$ cat config.mk
export PLATFORM = sky130hd
export DESIGN_NAME = mem_bridge
export DESIGN_NICKNAME = d
export VERILOG_FILES = /design/src/rtl/bridge_pkg.sv /design/src/rtl/bus_timeout_counter.sv /design/src/rtl/mem_bridge.sv
export SDC_FILE = /design/constraint.sdc
export NUM_CORES = 1
export LEC_CHECK = 0
export ABC_CLOCK_PERIOD_IN_PS = 2400
export CAP_MARGIN = 20
export CORE_UTILIZATION = 42
export CTS_BUF_LIST = sky130_fd_sc_hd__clkbuf_8
export DETAILED_ROUTE_END_ITERATION = 12
export GPL_ROUTABILITY_DRIVEN = 0
export PLACE_DENSITY_LB_ADDON = 0.08
export SLEW_MARGIN = 20
export SYNTH_ARGS = -nofsm -noshare
export SYNTH_HDL_FRONTEND = slang
export SYNTH_SLANG_ARGS = --single-unit
$ cat constraint.sdc
create_clock -name clk -period 2.4 [get_ports clk]
set_input_delay 0.48 -clock clk [delete_from_list [all_inputs] [get_ports clk]]
set_output_delay 0.48 -clock clk [all_outputs]
set_load 0.005 [all_outputs]
$ cat src/rtl/bridge_pkg.sv
// Shared encodings for the memory bridge and the control unit that consumes Op/Funct.
package bridge_pkg;

    typedef enum logic [1:0] {
        IDLE,
        REQ,
        DONE
    } state_t;

    typedef enum logic [1:0] {
        DST_NONE,
        DST_IR,
        DST_MDR
    } dest_t;

    localparam int OP_MSB    = 31;
    localparam int OP_LSB    = 26;
    localparam int FUNCT_MSB = 5;
    localparam int FUNCT_LSB = 0;

endpackage

$ cat src/rtl/bus_timeout_counter.sv
// Counts REQ cycles without acknowledge; expired marks the last permitted wait cycle.
module bus_timeout_counter #(
    parameter int TIMEOUT = 16
) (
    input  logic clk,
    input  logic reset,
    input  logic clr,
    input  logic en,
    output logic expired
);

    localparam int W = $clog2(TIMEOUT);
    localparam logic [W-1:0] LAST = W'(TIMEOUT - 1);

    logic [W-1:0] count;

    always_ff @(posedge clk) begin
        if (reset || clr) begin
            count <= '0;
        end else if (en) begin
            count <= count + 1'b1;
        end
    end

    assign expired = (count == LAST);

endmodule

$ cat src/rtl/mem_bridge.sv
// Converts control-unit memory strobes into a req/ack bus transaction and holds IR/MDR.
module mem_bridge
    import bridge_pkg::*;
#(
    parameter int DATA_WIDTH = 32,
    parameter int ADDR_WIDTH = 32,
    parameter int TIMEOUT    = 16
) (
    input  logic                  clk,
    input  logic                  reset,
    input  logic                  I_or_D,
    input  logic                  IR_Write,
    input  logic                  Mem_Read,
    input  logic                  Mem_Write,
    input  logic [ADDR_WIDTH-1:0] PC,
    input  logic [ADDR_WIDTH-1:0] ALU_Out,
    input  logic [DATA_WIDTH-1:0] Write_Data,
    output logic [DATA_WIDTH-1:0] Instr,
    output logic [5:0]            Op,
    output logic [5:0]            Funct,
    output logic [DATA_WIDTH-1:0] Data,
    output logic                  Stall,
    output logic                  Align_Error,
    output logic                  Bus_Error,
    output logic                  mem_req,
    output logic                  mem_we,
    output logic [ADDR_WIDTH-1:0] mem_addr,
    output logic [DATA_WIDTH-1:0] mem_wdata,
    input  logic [DATA_WIDTH-1:0] mem_rdata,
    input  logic                  mem_ack
);

    state_t                state;
    state_t                state_next;
    dest_t                 dest;
    dest_t                 dest_sel;
    logic [ADDR_WIDTH-1:0] addr;
    logic                  acc;
    logic                  aligned;
    logic                  accept;
    logic                  misalign;
    logic                  complete;
    logic                  timeout;
    logic                  expired;

    assign acc     = IR_Write | Mem_Read | Mem_Write;
    assign addr    = I_or_D ? ALU_Out : PC;
    assign aligned = (addr[1:0] == 2'b00);

    // Store wins over load, load over fetch; a store never writes back a register.
    assign dest_sel = Mem_Write ? DST_NONE : (Mem_Read ? DST_MDR : DST_IR);

    always_comb begin
        state_next = state;
        accept     = 1'b0;
        misalign   = 1'b0;
        complete   = 1'b0;
        timeout    = 1'b0;
        case (state)
            IDLE: begin
                if (acc && aligned) begin
                    accept     = 1'b1;
                    state_next = REQ;
                end else if (acc) begin
                    misalign = 1'b1;
                end
            end
            REQ: begin
                if (mem_ack) begin
                    complete   = 1'b1;
                    state_next = DONE;
                end else if (expired) begin
                    timeout    = 1'b1;
                    state_next = DONE;
                end
            end
            DONE:    state_next = IDLE;
            default: state_next = IDLE;
        endcase
    end

    always_ff @(posedge clk) begin
        if (reset) begin
            state <= IDLE;
        end else begin
            state <= state_next;
        end
    end

    always_ff @(posedge clk) begin
        if (reset) begin
            Instr       <= '0;
            Data        <= '0;
            mem_we      <= 1'b0;
            mem_addr    <= '0;
            mem_wdata   <= '0;
            dest        <= DST_NONE;
            Bus_Error   <= 1'b0;
            Align_Error <= 1'b0;
        end else begin
            Align_Error <= misalign;
            if (accept) begin
                mem_addr  <= addr;
                mem_we    <= Mem_Write;
                mem_wdata <= Write_Data;
                dest      <= dest_sel;
            end
            if (complete) begin
                case (dest)
                    DST_IR:  Instr <= mem_rdata;
                    DST_MDR: Data  <= mem_rdata;
                    default: ;
                endcase
            end
            if (timeout) begin
                Bus_Error <= 1'b1;
            end
        end
    end

    bus_timeout_counter #(
        .TIMEOUT(TIMEOUT)
    ) u_timeout (
        .clk    (clk),
        .reset  (reset),
        .clr    (accept),
        .en     ((state == REQ) && !mem_ack),
        .expired(expired)
    );

    assign mem_req = (state == REQ);
    assign Stall   = (state == REQ) || ((state == IDLE) && acc && aligned);
    assign Op      = Instr[OP_MSB:OP_LSB];
    assign Funct   = Instr[FUNCT_MSB:FUNCT_LSB];

endmodule

==> metrics.md <==
| Metric | Value |
|---|---|
| Syn Inst Count | 668 |
| DR vias/cell | 5.08 |
| Vias in the first global route | 5209 |
| Max-slew violation count | 0 |
| Sw Share | 24.6% |
| Largest family of logic cells by synthesized area | simple AND/OR/NAND/NOR gates |
| Final hold slack | 477 ps |
| Cells on worst reg2reg path | 4 |
| Max VDD drop | 0.000403 V |
| Worst Skew | 8.95 ps |
| Post-DP HPWL | 12200 µm |
| Clock Latency Late Sink | 450 ps |
| Reg2reg end | u_timeout.count[3] |
| First-pass GRT wire length | 25400 µm |
| F_max | 0.443 GHz |
| Slowest-stage cell, CP | dfxtp_1 |
| Max-Slew Margin vs Limit | 63.6% |
| Post-synth EDFFs | 0 |
| Die area | 15300 µm² |
| Initial antenna violation count | 0 |
| Reg2reg start | state[0] |
| Share of cells above drive strength 1 | 10.9% |
| Synth unique cells | 34 |
| Sw Pwr | 0.00127 W |
| P_leak | 3.54 nW |
| Total GRT Usage | 21.5% |
| Final hold vios | 0 |
| Cell area after placement | 9140 µm² |
| Nets | 1055 |
| Most frequent cells in the layout | clkdlybuf4s50_1 (272), dfxtp_1 (139), nand2b_1 (70) |
| FP Rows | 44 |
| Sequential Power Share | 46.7% |
| Root buf cell | clkbuf_8 |
| Unrepaired setup endpoints after global routing | false |
| CP peak stage delay | 560 ps |
| Power share of the clock group | 37.8% |
| Clock sink total | 139 |
| Final setup vio count | 0 |
| Grt ovf | 0 |
| Routed vias | 5671 |
| Post-synthesis mux area share | 17.8% |
| Die Height | 124 µm |
| TritonRoute pass-1 iters | 5 |
| Post-Syn Area | 6210 µm² |
| Drt wl/cell | 15.3 µm |
| Setup WS post-layout | 141 ps |
| Critical path arrival | 1780 ps |
| Crit Path Max Fanout | 9 |
| Die W | 124 µm |
| Core area | 14500 µm² |
| CTS tree | built |
| CP endpoint kind | output pin |
| Routed wire length | 17100 µm |
| Number of remaining DRC errors | 0 |
| Final ANT Viol Nets | 0 |
| Compound-cell area share of the yosys netlist | 11.4% |
| Pwr Density | 540 nW/µm² |
| Post-synth net total | 804 |
| CTS H-tree depth | 4 |
| Number of CTS-inserted buffers | 17 |
| Synthesis-to-finish area growth | 54.0% |
| Crit share post-route | 94.1% |
| Worst slack, placed | -440 ps |
| Final core utilization | 66.1% |
| Register area share after synthesis | 44.8% |
| Largest net degree at the start of global routing | 65 |
| Hold-fix buffers, CTS | 0 |
| N_diodes | 0 |
| Critical path, cell by cell | nand2b_1, inv_1, clkdlybuf4s50_1 |
| Slew @ Worst Pin | 546 ps |
| Setup crit start kind | register |
| Simple-Gate Fraction of Synth Area | 19.8% |
| Reg clk slew, reported paths | 70 ps |
| DR iter-0 viols | 359 |
| Final instance area | 9560 µm² |
| CTS Buffer Depth | 2 |
| Post-Synth Adder-Cell Area | 0.201% |
| Ys flop type | dfxtp_1 |
| YS warnings | 0 |
| Commonest non-fill, non-tap cell in the layout | clkdlybuf4s50_1 |
| IO Pins | 280 |
| HP Class | reg -> reg |
| Int Power | 0.00390 W |
| Xor/xnor share of the synthesized area | 0.282% |
| Crit path launch | state[1] |
| Max-Cap Viols | 0 |
| Status | completed |
| Mean Syn Cell Area | 9.30 µm² |
| Layout fillers | 1189 |
| R2R setup slack | 660 ps |
| CP endpoint | mem_req |
| Port buffer count | 279 |
| Min Tclk post-route | 2260 ps |
| Post-synthesis register bit count | 139 |
| Gate power share | 15.5% |
| CP Data Required Time | 1920 ps |
| Setup CP Type | reg -> out |
| Starting Density | 42.9% |
| Async SR Flop Fraction | 0% |
## cells by family (layout without fill, tap and decap cells)
group           after synthesis  after routing
fa+ha+maj                     1              1
flops                       139            139
mux                          96             96
xor+xnor                      2              2
compound gates              135            135
simple gates                220            220
buf+inv                      75            339
## worst min-delay path by stage
| stage | from | to | slack [ps] | depth (start not counted) |
|---|---|---|---|---|
| floorplan | Bus_Error | Bus_Error | 460 | 2 |
| global placement | mem_wdata[5] | mem_wdata[5] | 460 | 2 |
| detailed placement | mem_wdata[20] | mem_wdata[20] | 470 | 2 |
| CTS | reset | state[0] | 470 | 2 |
| global route | Data[12] | Data[12] | 500 | 2 |
| finish | mem_wdata[31] | mem_wdata[31] | 480 | 2 |
## power by group through the flow
stage	registers (W)	logic (W)	clock network [W]
floorplan	0.00247	0.000338	0
global placement	0.00246	0.000790	0
detailed placement	0.00247	0.000802	0
CTS	0.00242	0.000803	0.00200
global route	0.00242	0.000854	0.00210
finish	0.00242	0.000799	0.00195
## sequential cells by signal, summed over array words and instances, names as in the netlist
signal / flops
Data: 32
Instr: 32
mem_addr: 32
mem_wdata: 32
u_timeout.count: 4
dest: 2
state: 2
Align_Error: 1
Bus_Error: 1
mem_we: 1
## repair_timing
item	CTS	global route
pin swaps	3	2
buffers inserted	1	0
endpoints found under the hold margin	0	0
resized for setup	6	4
setup endpoints to repair	1	1
## Yosys cell counts (2+ instances only)
library cell	number	area, µm²
o21ai_0	65	325
nor2b_1	33	206
buf_1	6	22.5
buf_4	12	90.1
xnor2_1	2	17.5
or3b_2	2	17.5
dfxtp_1	139	2780
nand2b_1	70	438
nor3_1	5	25.0
clkbuf_1	48	180
nor3b_1	3	22.5
buf_2	5	25.0
mux2_4	28	420
mux2i_1	65	651
mux2_2	3	33.8
a21oi_1	65	325
nand3_1	66	330
nand2_1	2	7.51
buf_6	3	33.8
nor2_1	31	116
a211oi_1	2	15.0
## layout make-up
cell class              instances  area, µm²  share of cell area [%]
flip-flops and latches        139       2780                    29.1
inverters                       1       3.75                  0.0392
multi-input cells             454       3080                    32.2
clock buffers                  17        234                    2.45
repair buffers                306       3050                    31.9
well taps                     184        230                    2.41
clock inverters                15        175                    1.83
## per-stage QoR
step / setup TNS, ps / instances / total power [W]
after global placement: -8190 / 1083 / 0.00325
after global routing: 0 / 1116 / 0.00538
after floorplan: 0 / 668 / 0.00280
final: 0 / 1116 / 0.00517
after detailed placement: -9410 / 1083 / 0.00327
after CTS: 0 / 1116 / 0.00522
## worst max-delay path, delay by kind of cell, from the launching register on
family | cells | cell delay, ps
flops | 1 | 560
buf+inv | 2 | 510
simple gates | 1 | 270
## routing by layer
| layer | vias up | global-route usage (%) | wire (µm) |
|---|---|---|---|
| met2 | 219 | 36.4 | 8390 |
| met1 | 2646 | 25.4 | 7060 |
| met5 | - | 0 | 0 |
| met4 | 0 | 8.96 | 386 |
| met3 | 29 | 6.18 | 1220 |
| li1 | 2777 | - | - |
No activity file was read; power rests on OpenSTA's default activity.
